$ cat src/rtl/adc_sample_scheduler.sv
// ADC sample scheduler: paced start requests to an ADC driver, data-ready edge capture,
// level/edge trigger with post-trigger sample count. State is visible through busy_o/done_o.
module adc_sample_scheduler #(
    parameter int PER_W = 16,
    parameter int CNT_W = 10
) (
    input  logic             clk_i,
    input  logic             rst_n_i,
    input  logic             arm_i,
    input  logic             abort_i,
    input  logic [1:0]       mode_i,
    input  logic [PER_W-1:0] period_i,
    input  logic [9:0]       trig_level_i,
    input  logic             trig_edge_i,
    input  logic             trig_chan_i,
    input  logic [CNT_W-1:0] post_count_i,
    output logic             start_sample_o,
    output logic             channel_num_o,
    input  logic             adc_data_ready_i,
    input  logic [9:0]       adc_data_i,
    output logic             sample_valid_o,
    output logic [9:0]       sample_data_o,
    output logic             sample_chan_o,
    output logic             triggered_o,
    output logic             busy_o,
    output logic             done_o,
    output logic             overrun_o
);

    typedef enum logic [1:0] {S_IDLE, S_ARMED, S_POST, S_DONE} state_t;

    state_t           state_q;
    logic [PER_W-1:0] per_cnt_q;
    logic             start_q, chan_q, ptr_q, rdy_prev_q;
    logic             valid_q, schan_q, trig_q, done_q, ovr_q;
    logic [9:0]       data_q, prev_data_q;
    logic             prev_valid_q;
    logic [CNT_W-1:0] post_cnt_q;

    logic             busy, tick, rdy_edge, chan_sel, rise_hit, fall_hit, trig_hit;
    logic [PER_W-1:0] per_reload;
    logic [CNT_W-1:0] post_nxt;

    assign busy       = (state_q == S_ARMED) || (state_q == S_POST);
    assign tick       = busy && (per_cnt_q == '0);
    // Edge is only meaningful while a conversion we requested is outstanding.
    assign rdy_edge   = start_q && !rdy_prev_q && adc_data_ready_i;
    assign per_reload = (period_i < PER_W'(2)) ? PER_W'(1) : period_i - PER_W'(1);
    assign post_nxt   = post_cnt_q + CNT_W'(1);

    always_comb begin
        chan_sel = 1'b0;
        case (mode_i)
            2'b01:   chan_sel = 1'b1;
            2'b10:   chan_sel = ptr_q;
            default: chan_sel = 1'b0;
        endcase
    end

    assign rise_hit = (prev_data_q < trig_level_i) && (adc_data_i >= trig_level_i);
    assign fall_hit = (prev_data_q > trig_level_i) && (adc_data_i <= trig_level_i);
    assign trig_hit = (state_q == S_ARMED) && prev_valid_q && (chan_q == trig_chan_i) &&
                      (trig_edge_i ? rise_hit : fall_hit);

    always_ff @(posedge clk_i or negedge rst_n_i) begin
        if (!rst_n_i) begin
            state_q      <= S_IDLE;
            per_cnt_q    <= '0;
            start_q      <= 1'b0;
            chan_q       <= 1'b0;
            ptr_q        <= 1'b0;
            rdy_prev_q   <= 1'b0;
            valid_q      <= 1'b0;
            data_q       <= '0;
            schan_q      <= 1'b0;
            trig_q       <= 1'b0;
            done_q       <= 1'b0;
            ovr_q        <= 1'b0;
            prev_data_q  <= '0;
            prev_valid_q <= 1'b0;
            post_cnt_q   <= '0;
        end else begin
            rdy_prev_q <= adc_data_ready_i;
            valid_q    <= 1'b0;
            if (abort_i) begin
                state_q <= S_IDLE;
                start_q <= 1'b0;
                done_q  <= 1'b0;
            end else begin
                case (state_q)
                    S_IDLE, S_DONE: begin
                        if (arm_i) begin
                            state_q      <= S_ARMED;
                            trig_q       <= 1'b0;
                            done_q       <= 1'b0;
                            ovr_q        <= 1'b0;
                            post_cnt_q   <= '0;
                            prev_valid_q <= 1'b0;
                            ptr_q        <= 1'b0;
                            per_cnt_q    <= '0;
                            start_q      <= 1'b0;
                        end
                    end
                    default: begin
                        per_cnt_q <= tick ? per_reload : per_cnt_q - PER_W'(1);
                        // A tick can only launch when nothing is outstanding, so it never
                        // collides with the edge-detect branch below on start_q.
                        if (tick) begin
                            if (start_q) begin
                                ovr_q <= 1'b1;
                            end else begin
                                start_q <= 1'b1;
                                chan_q  <= chan_sel;
                            end
                        end
                        if (rdy_edge) begin
                            start_q <= 1'b0;
                            valid_q <= 1'b1;
                            data_q  <= adc_data_i;
                            schan_q <= chan_q;
                            ptr_q   <= ~ptr_q;
                            if (chan_q == trig_chan_i) begin
                                prev_valid_q <= 1'b1;
                                prev_data_q  <= adc_data_i;
                            end
                            if (trig_hit) begin
                                trig_q     <= 1'b1;
                                post_cnt_q <= '0;
                                if (post_count_i == '0) begin
                                    state_q <= S_DONE;
                                    done_q  <= 1'b1;
                                end else begin
                                    state_q <= S_POST;
                                end
                            end else if (state_q == S_POST) begin
                                post_cnt_q <= post_nxt;
                                if (post_nxt == post_count_i) begin
                                    state_q <= S_DONE;
                                    done_q  <= 1'b1;
                                end
                            end
                        end
                    end
                endcase
            end
        end
    end

    assign start_sample_o = start_q;
    assign channel_num_o  = chan_q;
    assign sample_valid_o = valid_q;
    assign sample_data_o  = data_q;
    assign sample_chan_o  = schan_q;
    assign triggered_o    = trig_q;
    assign busy_o         = busy;
    assign done_o         = done_q;
    assign overrun_o      = ovr_q;

endmodule

$ cat config.mk
export PLATFORM = sky130hd
export DESIGN_NAME = adc_sample_scheduler
export DESIGN_NICKNAME = d
export VERILOG_FILES = /design/src/rtl/adc_sample_scheduler.sv
export SDC_FILE = /design/constraint.sdc
export NUM_CORES = 1
export LEC_CHECK = 0
export ABC_AREA = 1
export CAP_MARGIN = 20
export CORE_MARGIN = 1
export CORE_UTILIZATION = 49
export CTS_CLUSTER_SIZE = 30
export DETAILED_ROUTE_END_ITERATION = 8
export PLACE_DENSITY = 0.85
export SLEW_MARGIN = 0
export SYNTH_ARGS = -nofsm -noshare
export SYNTH_HDL_FRONTEND = slang
export SYNTH_SLANG_ARGS = --single-unit
$ cat constraint.sdc
create_clock -name clk_i -period 1.9 [get_ports clk_i]
set_input_delay 0.38 -clock clk_i [delete_from_list [all_inputs] [get_ports clk_i]]
set_output_delay 0.38 -clock clk_i [all_outputs]
set_load 0.01 [all_outputs]
-- Word-level counts from Yosys, hierarchy flattened
Cells that the tools add are included.
- input port bits: 55
- register bits after elaboration: 58
- logic and storage cells: 118
- output and inout port bits: 18
- multiplexer cells: 45
- bitwise gates (word level): 4
- reduce and logical (&&, ||, !) cells: 36
- $lt $le $gt $ge: 5
- equal/unequal tests: 10
- add/sub/neg operators: 3
- operators with widths (operator ; number):
    $mux W16 ; 4
    $mux W10 ; 5
    $sub A16 B1 Y16 const B ; 2
    $mux W1 ; 28
    $reduce_and A4 Y1 ; 7
    $logic_not A16 Y1 ; 1
    $lt A16 B2 Y1 const B ; 1
    $mux W2 ; 7
    $reduce_bool A4 Y1 ; 3
    $add A10 B1 Y10 const B ; 1
    $eq A10 B10 Y1 ; 1
    $ge A10 B10 Y1 ; 1
    $gt A10 B10 Y1 ; 1
    $le A10 B10 Y1 ; 1
    $logic_not A10 Y1 ; 1
    $lt A10 B10 Y1 ; 1
    $reduce_bool A2 Y1 ; 5
    $logic_and A1 B1 Y1 ; 8
    $eq A2 B2 Y1 const B ; 3
    $reduce_and A3 Y1 ; 2
    $reduce_bool A3 Y1 ; 2
    $reduce_and A5 Y1 ; 1
    $eq A2 B1 Y1 const B ; 2
    $ne A4 B2 Y1 const B ; 1
    other kinds (10) ; 14

-- Depth between registers and ports, before layout
Gate-level depths: netlist (run 1).
- depth after elaboration: 8
- gate-level depth with buffers: 17
- depth with buffers taken out: 17

-- Least setup slack after synthesis (run 1)
No wires, ideal clock.
- kind: input -> register
- from: input port trig_level_i[9]
- to: register post_cnt_q[3]
- setup time: 0.127 ns
- path slack: -0.007 ns
- data required time: 1.773 ns
- data arrival time: 1.780 ns
- stages: 14
- buffers on the path: 0
- cells stage by stage: inv_1 -> ha_1 -> nand2_2 -> inv_1 -> a21oi_1 -> nand2_1 -> nor2_2 -> nand2_1 -> nand2_1 -> nand3_2 -> nand2_1 -> nand2_1 -> nand2_2 -> o22ai_1
- cells in the longest elaborated chain, start to end: 7
- elaborated cells on any way between the ends: 13
- those cells by class: order compare (4); mux (4); reduce/logical (5)
- RTL lines (what ; line ; RTL):
    start: declaration ; 13 ; input logic [9:0] trig_level_i,
    $gt A10 B10 Y1, or another cell as far along ; 61 ; assign fall_hit = (prev_data_q > trig_level_i) && (adc_data_i <= trig_level_i);
    $logic_and A1 B1 Y1, on equally long branches ; 61, 60 ;
    $mux W1 * ; 63 ; (trig_edge_i ? rise_hit : fall_hit);
    $logic_and A1 B1 Y1 * ; 62 ; assign trig_hit = (state_q == S_ARMED) && prev_valid_q && (chan_q == trig_chan_i) &&
    $mux W10 ; 126 ; if (trig_hit) begin
    $mux W10 ; 116 ; if (rdy_edge) begin
    $mux W10 ; 90 ; case (state_q)
    end signal: assignment ; 136 ; post_cnt_q <= post_nxt;
    end: declaration ; 38 ; logic [CNT_W-1:0] post_cnt_q;
Every way passes the cells marked *; elsewhere a longest branch is shown, timed or not. The select of a mux whose other input is x is not followed.
A chain may end at the register's enable or synchronous reset.

-- Final worst setup path (run 1)
- from: register prev_data_q[7]
- to: register post_cnt_q[6]
- cells in the longest elaborated chain, start to end: 7
- elaborated cells on any way between the ends: 11
- those cells by class: order compare (2); mux (4); reduce/logical (5)
- RTL lines (what ; line ; RTL):
    start: declaration ; 36 ; logic [9:0] data_q, prev_data_q;
    start signal: assignment ; 124 ; prev_data_q <= adc_data_i;
    $gt A10 B10 Y1 or $lt A10 B10 Y1 (tied branches) ; 61, 60 ;
    $logic_and A1 B1 Y1, on equally long branches ; 61, 60 ;
    $mux W1 * ; 63 ;
    $logic_and A1 B1 Y1 * ; 62 ;
    $mux W10 ; 126 ;
    $mux W10 ; 116 ;
    $mux W10 ; 90 ;
Marked as above.

==> results of run 1 <==
==> power groups by stage <==
stage	Combinational [mW]	Clock [mW]	Sequential, mW
2_1_floorplan	1.59	0	1.79
3_3_place_gp	2.50	0	1.77
3_5_place_dp	2.63	0	1.79
4_1_cts	2.86	1.19	1.79
5_1_grt	3.60	1.25	1.86
6_report	3.34	1.20	1.83
==> per-stage QoR <==
step	util, %	hold WS (ns)	setup slack, ns	TNS (ns)	cells
after CTS	72.3	0.00275	-0.0653	-0.581	837
after floorplan	-	0.0844	0.000598	0	595
after global routing	75.1	0.0158	-0.454	-6.62	845
final	75.1	-0.0118	-0.291	-3.32	845
after detailed placement	65.7	0.382	-0.684	-12.39	816
after global placement	65.7	0.368	-0.571	-10.02	816
==> registers in the layout (all words and copies together) (netlist names) <==
name,count
state_q,2
triggered_o,1
sample_data_o,10
per_cnt_q,16
sample_valid_o,1
rdy_prev_q,1
post_cnt_q,10
overrun_o,1
ptr_q,1
channel_num_o,1
prev_valid_q,1
prev_data_q,10
sample_chan_o,1
start_sample_o,1
done_o,1
==> Yosys cell counts, types with 8 or more instances <==
library cell	number
o21ai_0	32
inv_1	84
inv_2	10
o21ai_1	22
o22ai_1	9
nand2_1	158
dfrtp_1	58
nand4_1	8
nand3_1	40
nor2_2	10
ha_1	27
nor2_1	48
a21oi_1	19
==> cells by family after synthesis <==
| family | share of synthesized area, % |
|---|---|
| compound gates | 13.0 |
| xor+xnor | 2.52 |
| fa+ha+maj | 8.11 |
| buf+inv | 9.22 |
| flops | 34.8 |
| simple gates | 32.3 |
==> cell type report <==
| class | instances | share of cell area (%) |
|---|---|---|
| repair buffers | 134 | 19.4 |
| flip-flops and latches | 58 | 23.5 |
| inverters | 95 | 5.92 |
| repair inverters | 1 | 0.122 |
| clock buffers | 10 | 2.23 |
| multi-input cells | 436 | 45.6 |
| well taps | 105 | 2.13 |
| clock inverters | 6 | 1.07 |
==> layer usage <==
| layer | global-route usage [%] | up-vias |
|---|---|---|
| li1 | - | 2221 |
| met1 | 33.0 | 2239 |
| met2 | 56.2 | 364 |
| met3 | 6.88 | 122 |
| met4 | 15.8 | 0 |
| met5 | 0 | - |
==> timing repair <==
| item | 4_1_cts | 5_1_grt |
|---|---|---|
| setup endpoints to repair | 30 | 53 |
| gates resized for setup | 70 | 50 |
| gates cloned | 1 | 1 |
| buffers inserted | 4 | 7 |
| pin swaps | 42 | 30 |
==> worst max path at each step <==
stage                     cells past startpoint       endpoint            start  slack [ns]
after CTS                                    14  post_cnt_q[4]   prev_data_q[7]       -0.07
after global placement                       16     state_q[0]  trig_level_i[9]       -0.57
final                                        13  post_cnt_q[6]   prev_data_q[7]       -0.29
after detailed placement                     14  post_cnt_q[3]  trig_level_i[9]       -0.68
after global routing                         14  post_cnt_q[6]   prev_data_q[6]       -0.45
after floorplan                              15     state_q[1]  trig_level_i[9]      0.0006
==> metrics.md, run 1 <==
| Metric | Value |
|---|---|
| Status | `finished, violations left` |
| Failing checks | `negative hold slack, negative setup slack` |
| Reg power frac | `28.7%` |
| DIE AREA | `8880 sq um` |
| Hold Fails Final Rpt | `16` |
| Slew @ Worst Pin | `around 0.53 ns` |
| Finish-stage setup viols | `14` |
| Die Wd | `94.2 um` |
| Sequential area share after synthesis | `approximately a third` |
| Number of global-route vias before repair | `4747` |
| Prevailing post-synth register cell | `dfrtp_1` |
| CP endpoint kind | `flip-flop` |
| Post-route cell area | `6170 sq um` |
| Fin crit share | `115%` |
| Routed vias | `a little under 5000` |
| Crit path kind | `reg2reg` |
| Power Density | `1030 nW/um^2` |
| Max H-tree Level | `3` |
| Wire length per cell | `about 17 um` |
| Crit path cell chain | `ha_4, nand2_1, nand2_1, a21oi_2, nand2_2, nor2_2, nand2_1, nand2_2, nand3_4, nand2_2, nand2_4, nand2_4, o22ai_1` |
| Port-buffer cells | `around 70` |
| Hold buffer count at cts | `0` |
| Switching pwr | `2.82 mW` |
| Max Cap Viol | `0` |
| Ports | `73` |
| Num CTS Buffers | `9` |
| Comb power frac | `52.4%` |
| Area delta synth->final | `48.2%` |
| FF-to-FF path depth | `13` |
| Total clock sinks | `58` |
| Initial DRT Pass Iterations | `6` |
| Final ANT Viol Nets | `0` |
| Fmax | `0.456 GHz` |
| Critical R2R Capture | `post_cnt_q[6]` |
| Seq cells post-synth | `58` |
| Worst VDD drop | `0.000490 V` |
| Area of the multi-input gates | `~2800 sq um` |
| Post-route worst setup slack | `-0.291 ns` |
| Top routing layer used | `met4` |
| CP Data Arrival Time | `2.42 ns` |
| Placer's final routability congestion estimate | `0.972` |
| Worst EP required | `2.13 ns` |
| Met2 wire length | `7050 um` |
| Global-route wire length before repair | `21200 um` |
| Core ar. | `8220 sq um` |
| Post-synth ARST share | `100%` |
| Overflow after GRT | `0` |
| Die height | `94.2 um` |
| # diodes | `0` |
| DP Area | `5400 sq um` |
| Root Buffer | `clkbuf_8` |
| Slowest CP cell | `dfrtp_1` |
| LEAKAGE | `a little under 3 nW` |
| Worst reg2reg startpoint | `prev_data_q[7]` |
| Yosys Warn Count | `0` |
| Share of cells above drive strength 1 | `26.5%` |
| Mapped Nets | `677` |
| Largest net degree at the start of global routing | `39` |
| Cell area after synthesis | `around 4200 sq um` |
| Initial antenna violation count | `0` |
| Clock power share | `18.9%` |
| Clock-pin slew on the worst setup and hold paths | `roughly 0.070 ns` |
| Nets | `817` |
| Final WL | `approximately 14000 um` |
| Row count | `33` |
| Clock tree buffer depth | `2` |
| DRT iter0 DRCs | `412` |
| Largest cells by area after synthesis | `dfrtp_1 35%, nand2_1 14%, ha_1 8.1%` |
| Clock tree from TritonCTS | `done` |
| Worst Path Buf+Inv | `0` |
| Crit path time final | `2.19 ns` |
| Hold Crit Class | `in2async` |
| Clock Latency Late Sink | `0.36 ns` |
| Residual DRC | `0` |
| Post-Syn Instances | `595` |
| HPWL Detailed | `8610 um` |
| Vias per inst | `about 6` |
| Slew headroom | `64.8%` |
| Share of the synthesized area in the top cell type | `34.8%` |
| R2R setup slack | `-0.29 ns` |
| P_int | `3.56 mW` |
| Most common cell after layout, fill and taps aside | `nand2_1` |
| Metal3 WL | `1160 um` |
| Crit-path leading delay family | `simple AND/OR/NAND/NOR gates` |
| Switch share | `between 40% and 50%` |
| Metal-1 WL | `roughly 5200 um` |
| Distinct cells, synth | `38` |
| PnR Total Power | `around 6.4 mW` |
| CP startpoint kind | `flip-flop` |
| Slew Limit Fails | `0` |
| Largest area contributor in the netlist | `dfrtp_1` |
| Worst Path Max Fanout | `7` |
| RSZ-0062 raised after global routing | `true` |
| WHS | `-0.0118 ns` |
| Worst Clk Skew | `0.00894 ns` |
| Fill count | `about 500` |
| Gr usage total | `30.9%` |
| Initial Utilization | `between 50 and 60%` |
| Crit path largest cell delay | `between 0.4 and 0.5 ns` |
| Syn_area_per_cell | `7.00 sq um` |
| Most frequent cells in the layout | `145 x nand2_1, 70 x inv_1, 59 x buf_4` |
| Reg area | `between 1000 and 1500 sq um` |
| Number of flops mapped to enable cells by yosys | `0` |
Note: power is estimated with default switching activity, not from simulation.
==> run 2, diff against run 1 <==
--- a/config.mk
+++ b/config.mk
@@ -12,7 +12,7 @@
 export CTS_CLUSTER_SIZE = 30
 export DETAILED_ROUTE_END_ITERATION = 8
 export PLACE_DENSITY = 0.85
-export SLEW_MARGIN = 0
+export SLEW_MARGIN = 20
 export SYNTH_ARGS = -nofsm -noshare
 export SYNTH_HDL_FRONTEND = slang
 export SYNTH_SLANG_ARGS = --single-unit
==> results of run 2 <==
Same layout as run 1: the final DEF is identical, and so are final timing and power.
==> run 3, diff against run 2 <==
--- a/config.mk
+++ b/config.mk
@@ -5,13 +5,13 @@
 export SDC_FILE = /design/constraint.sdc
 export NUM_CORES = 1
 export LEC_CHECK = 0
-export ABC_AREA = 1
 export CAP_MARGIN = 20
 export CORE_MARGIN = 1
-export CORE_UTILIZATION = 49
+export CORE_UTILIZATION = 48
+export CTS_CLUSTER_DIAMETER = 40
 export CTS_CLUSTER_SIZE = 30
 export DETAILED_ROUTE_END_ITERATION = 8
-export PLACE_DENSITY = 0.85
+export PLACE_DENSITY = 0.84
 export SLEW_MARGIN = 20
 export SYNTH_ARGS = -nofsm -noshare
 export SYNTH_HDL_FRONTEND = slang
==> run 3 against run 2 <==
Against the previous run: the run ends with design-rule violations, negative hold slack, negative setup slack left; total power rose by 16%; combinational power rose by 37%; synthesized area fell by 6.1%; wire length rose by 46%; die area fell by 4.0%; critical path depth fell by 5; register-to-register slack got worse by 1.0 ns; sequential cell count did not move; clock power fell by 5%; critical path type unchanged; critical endpoint is now per_cnt_q[15].
==> metrics.md, run 3 <==
| Metric | Value |
|---|---|
| Overflow after GRT | `0` |
| Failing checks | `design-rule violations, negative hold slack, negative setup slack` |
| Num CTS Buffers | `9` |
| Post-route cell area | `between 6000 and 7000 sq um` |
| HPWL Detailed | `9090 um` |
| Number of flops mapped to enable cells by yosys | `0` |
| Largest cells by area after synthesis | `dfrtp_1 37%, ha_1 8.6%, nand2_1 6.4%` |
| Non-Filler Instances | `just under 800` |
| Initial antenna violation count | `0` |
| Fill count | `a little over 300` |
| Crit path kind | `reg2reg` |
| Largest register FFs | `16` |
| Nets | `roughly 760` |
| Number of global-route vias before repair | `approximately 5200` |
| Routed vias | `5500` |
| Final ANT Viol Nets | `0` |
| Largest area contributor in the netlist | `dfrtp_1` |
| Power Density | `1070 nW/um^2` |
| Max Cap Viol | `0` |
| Hold buffer count at cts | `0` |
| Post-synth ARST share | `between 90% and 100%` |
| Mapped Nets | `between 500 and 600` |
| Slew Limit Fails | `0` |
| # diodes | `0` |
| CP startpoint kind | `flip-flop` |
| Placer's final routability congestion estimate | `just under 1` |
| Mux contribution to synthesized area | `under 10%` |
| Gr usage total | `roughly two fifths` |
| WHS | `-0.00151 ns` |
| Die height | `92.3 um` |
| Distinct cells, synth | `49` |
| Largest net degree at the start of global routing | `59` |
| Largest register by flop count | `per_cnt_q` |
| Fmax | `0.311 GHz` |
| Post-Syn Instances | `458` |
| Total clock sinks | `58` |
| Synth Area in Adders | `8.63%` |
| Clock Latency Late Sink | `0.38 ns` |
| Clock tree from TritonCTS | `done` |
| Initial Utilization | `50.1%` |
| Prevailing post-synth register cell | `dfrtp_1` |
| Post-route worst setup slack | `-1.31 ns` |
| Status | `finished, violations left` |
| Die Wd | `roughly 92 um` |
| Clock-pin slew on the worst setup and hold paths | `0.10 ns` |
| Worst EP required | `2.15 ns` |
| DRT iter0 DRCs | `824` |
| Share of cells above drive strength 1 | `around 44%` |
| Worst Clk Skew | `~0.020 ns` |
| LEAKAGE | `approximately 3 nW` |
| Residual DRC | `2` |
| Hold Fails Final Rpt | `1` |
| Most common cell after layout, fill and taps aside | `buf_4` |
| Hold Crit Class | `in2async` |
| Area fraction in compound gates after synthesis | `17.3%` |
| Sequential area share after synthesis | `around 37%` |
| Fin util | `88.8%` |
| Ports | `73` |
| Worst Path Max Fanout | `4` |
| Post-Synth Simple-Gate Area | `between 20% and 30%` |
| Placed cell count | `slightly above 700` |
| Root Buffer | `clkbuf_8` |
| Main combinational cell family by area after synthesis | `simple AND/OR/NAND/NOR gates` |
| Share of the synthesized area in the top cell type | `37.1%` |
| Global-route wire length before repair | `around 27000 um` |
| RSZ-0062 raised after global routing | `true` |
| CP endpoint kind | `flip-flop` |
| Finish-stage setup viols | `44` |
| Vias per inst | `between 7 and 8` |
| Worst VDD drop | `0.000689 V` |
| Syn_area_per_cell | `8.55 sq um` |
| Yosys Warn Count | `0` |
| Initial DRT Pass Iterations | `9` |
| PnR Total Power | `between 7 and 8 mW` |
| Count leader, synth | `nand2_1` |
| Core ar. | `7810 sq um` |
| Slowest CP cell | `dfrtp_1` |
| DIE AREA | `8520 sq um` |
| Crit path cell chain | `or4_4, or3_4, or3_4, or3_4, or3_4, o41ai_2, nand2_1, a22o_1` |
| Final WL | `approximately 21000 um` |
| Max H-tree Level | `3` |
| Cell area after synthesis | `3920 sq um` |
| Slew @ Worst Pin | `0.714 ns` |
| Crit path largest cell delay | `around 0.50 ns` |
| Port-buffer cells | `a little over 70` |
| CP Data Arrival Time | `3.47 ns` |
| XOR/XNOR share of the synthesized area | `5.82%` |
| Post-synth top cells | `67 x nand2_1, 58 x dfrtp_1, 30 x nor2_1` |
| Seq cells post-synth | `58` |
| Wire length per cell | `27.0 um` |
| Area delta synth->final | `77.1%` |
| Row count | `32` |
| Fin crit share | `169%` |
| Most frequent cells in the layout | `130 x buf_4, 61 x nand2_1, 58 x dfrtp_1` |
| Clock tree buffer depth | `2` |
| Crit path time final | `3.21 ns` |
| Most frequent CP cell | `or3_4` |
| Slew headroom | `51.8%` |
| DP Area | `5780 sq um` |
-- run 3: worst paths after layout --
| kind | startpoint | end | slack, ns | depth (start not counted) |
|---|---|---|---|---|
| setup reg to reg | per_cnt_q[0] | per_cnt_q[15] | -1.31 | 8 |
| hold reg to reg | sample_data_o[9] | sample_data_o[9] | 0.50 | 2 |
| max in group asynchronous | rst_n_i | prev_valid_q | 1.62 | 2 |
| min in group clk_i | adc_data_ready_i | rdy_prev_q | 0.49 | 1 |
| hold / removal | rst_n_i | sample_data_o[6] | -0.002 | 2 |
| setup / recovery | per_cnt_q[0] | per_cnt_q[15] | -1.31 | 8 |
-- run 3: cells by family (layout without fill, tap and decap cells) --
| kind of cell | count (synthesis) | count (layout) |
|---|---|---|
| and+or+nand+nor | 181 | 181 |
| DFF | 58 | 58 |
| muxes | 14 | 14 |
| adders and majority gates | 27 | 27 |
| AOI/OAI and AO/OA | 108 | 109 |
| buffers and inverters | 44 | 264 |
| xor gates and xnor gates | 26 | 26 |
-- run 3: through the flow --
stage | TNS (ns) | setup WS [ns]
finish | -22.65 | -1.31
global route | -22.95 | -1.28
CTS | -9.06 | -1.05
detailed placement | -27.95 | -1.05
global placement | -26.13 | -0.961
floorplan | -9.32 | -0.969
-- run 3: area by class of cell --
class | count | area [sq um] | share of cell area, %
clock inverters | 7 | 53.8 | 0.776
repair buffers | 220 | 1940 | 28.0
flip-flops and latches | 58 | 1450 | 20.9
clock buffers | 9 | 124 | 1.79
well taps | 102 | 128 | 1.84
multi-input cells | 357 | 3100 | 44.7
inverters | 28 | 138 | 1.99
-- run 3: repair_timing --
action,in CTS,in global routing
pin swaps,65,12
endpoints found under the hold margin,0,0
setup endpoints to repair,34,46
buffers inserted,28,12
cloned,1,2
gates resized for setup,156,38
-- run 3: where the power goes --
group	internal, mW	switching (mW)
sequential	1.48	0.256
combinational	2.13	2.42
clock	0.481	0.657
-- run 3: worst max-delay path: cells and delay by family (launching register included) --
kind	cells	cell delay (ns)
simple gates	6	2.02
compound gates	2	0.56
flops	1	0.50
-- run 3: metal layers --
metal | vias to the layer above | share of wire, % | wire length, um | track usage [%]
li1 | 2099 | - | - | -
met1 | 2563 | 34 | 7140 | 47.1
met2 | 579 | 44 | 9260 | 67.5
met3 | 259 | 12 | 2500 | 9.44
met4 | 0 | 10 | 2210 | 31.5
met5 | - | 0 | 0 | 0
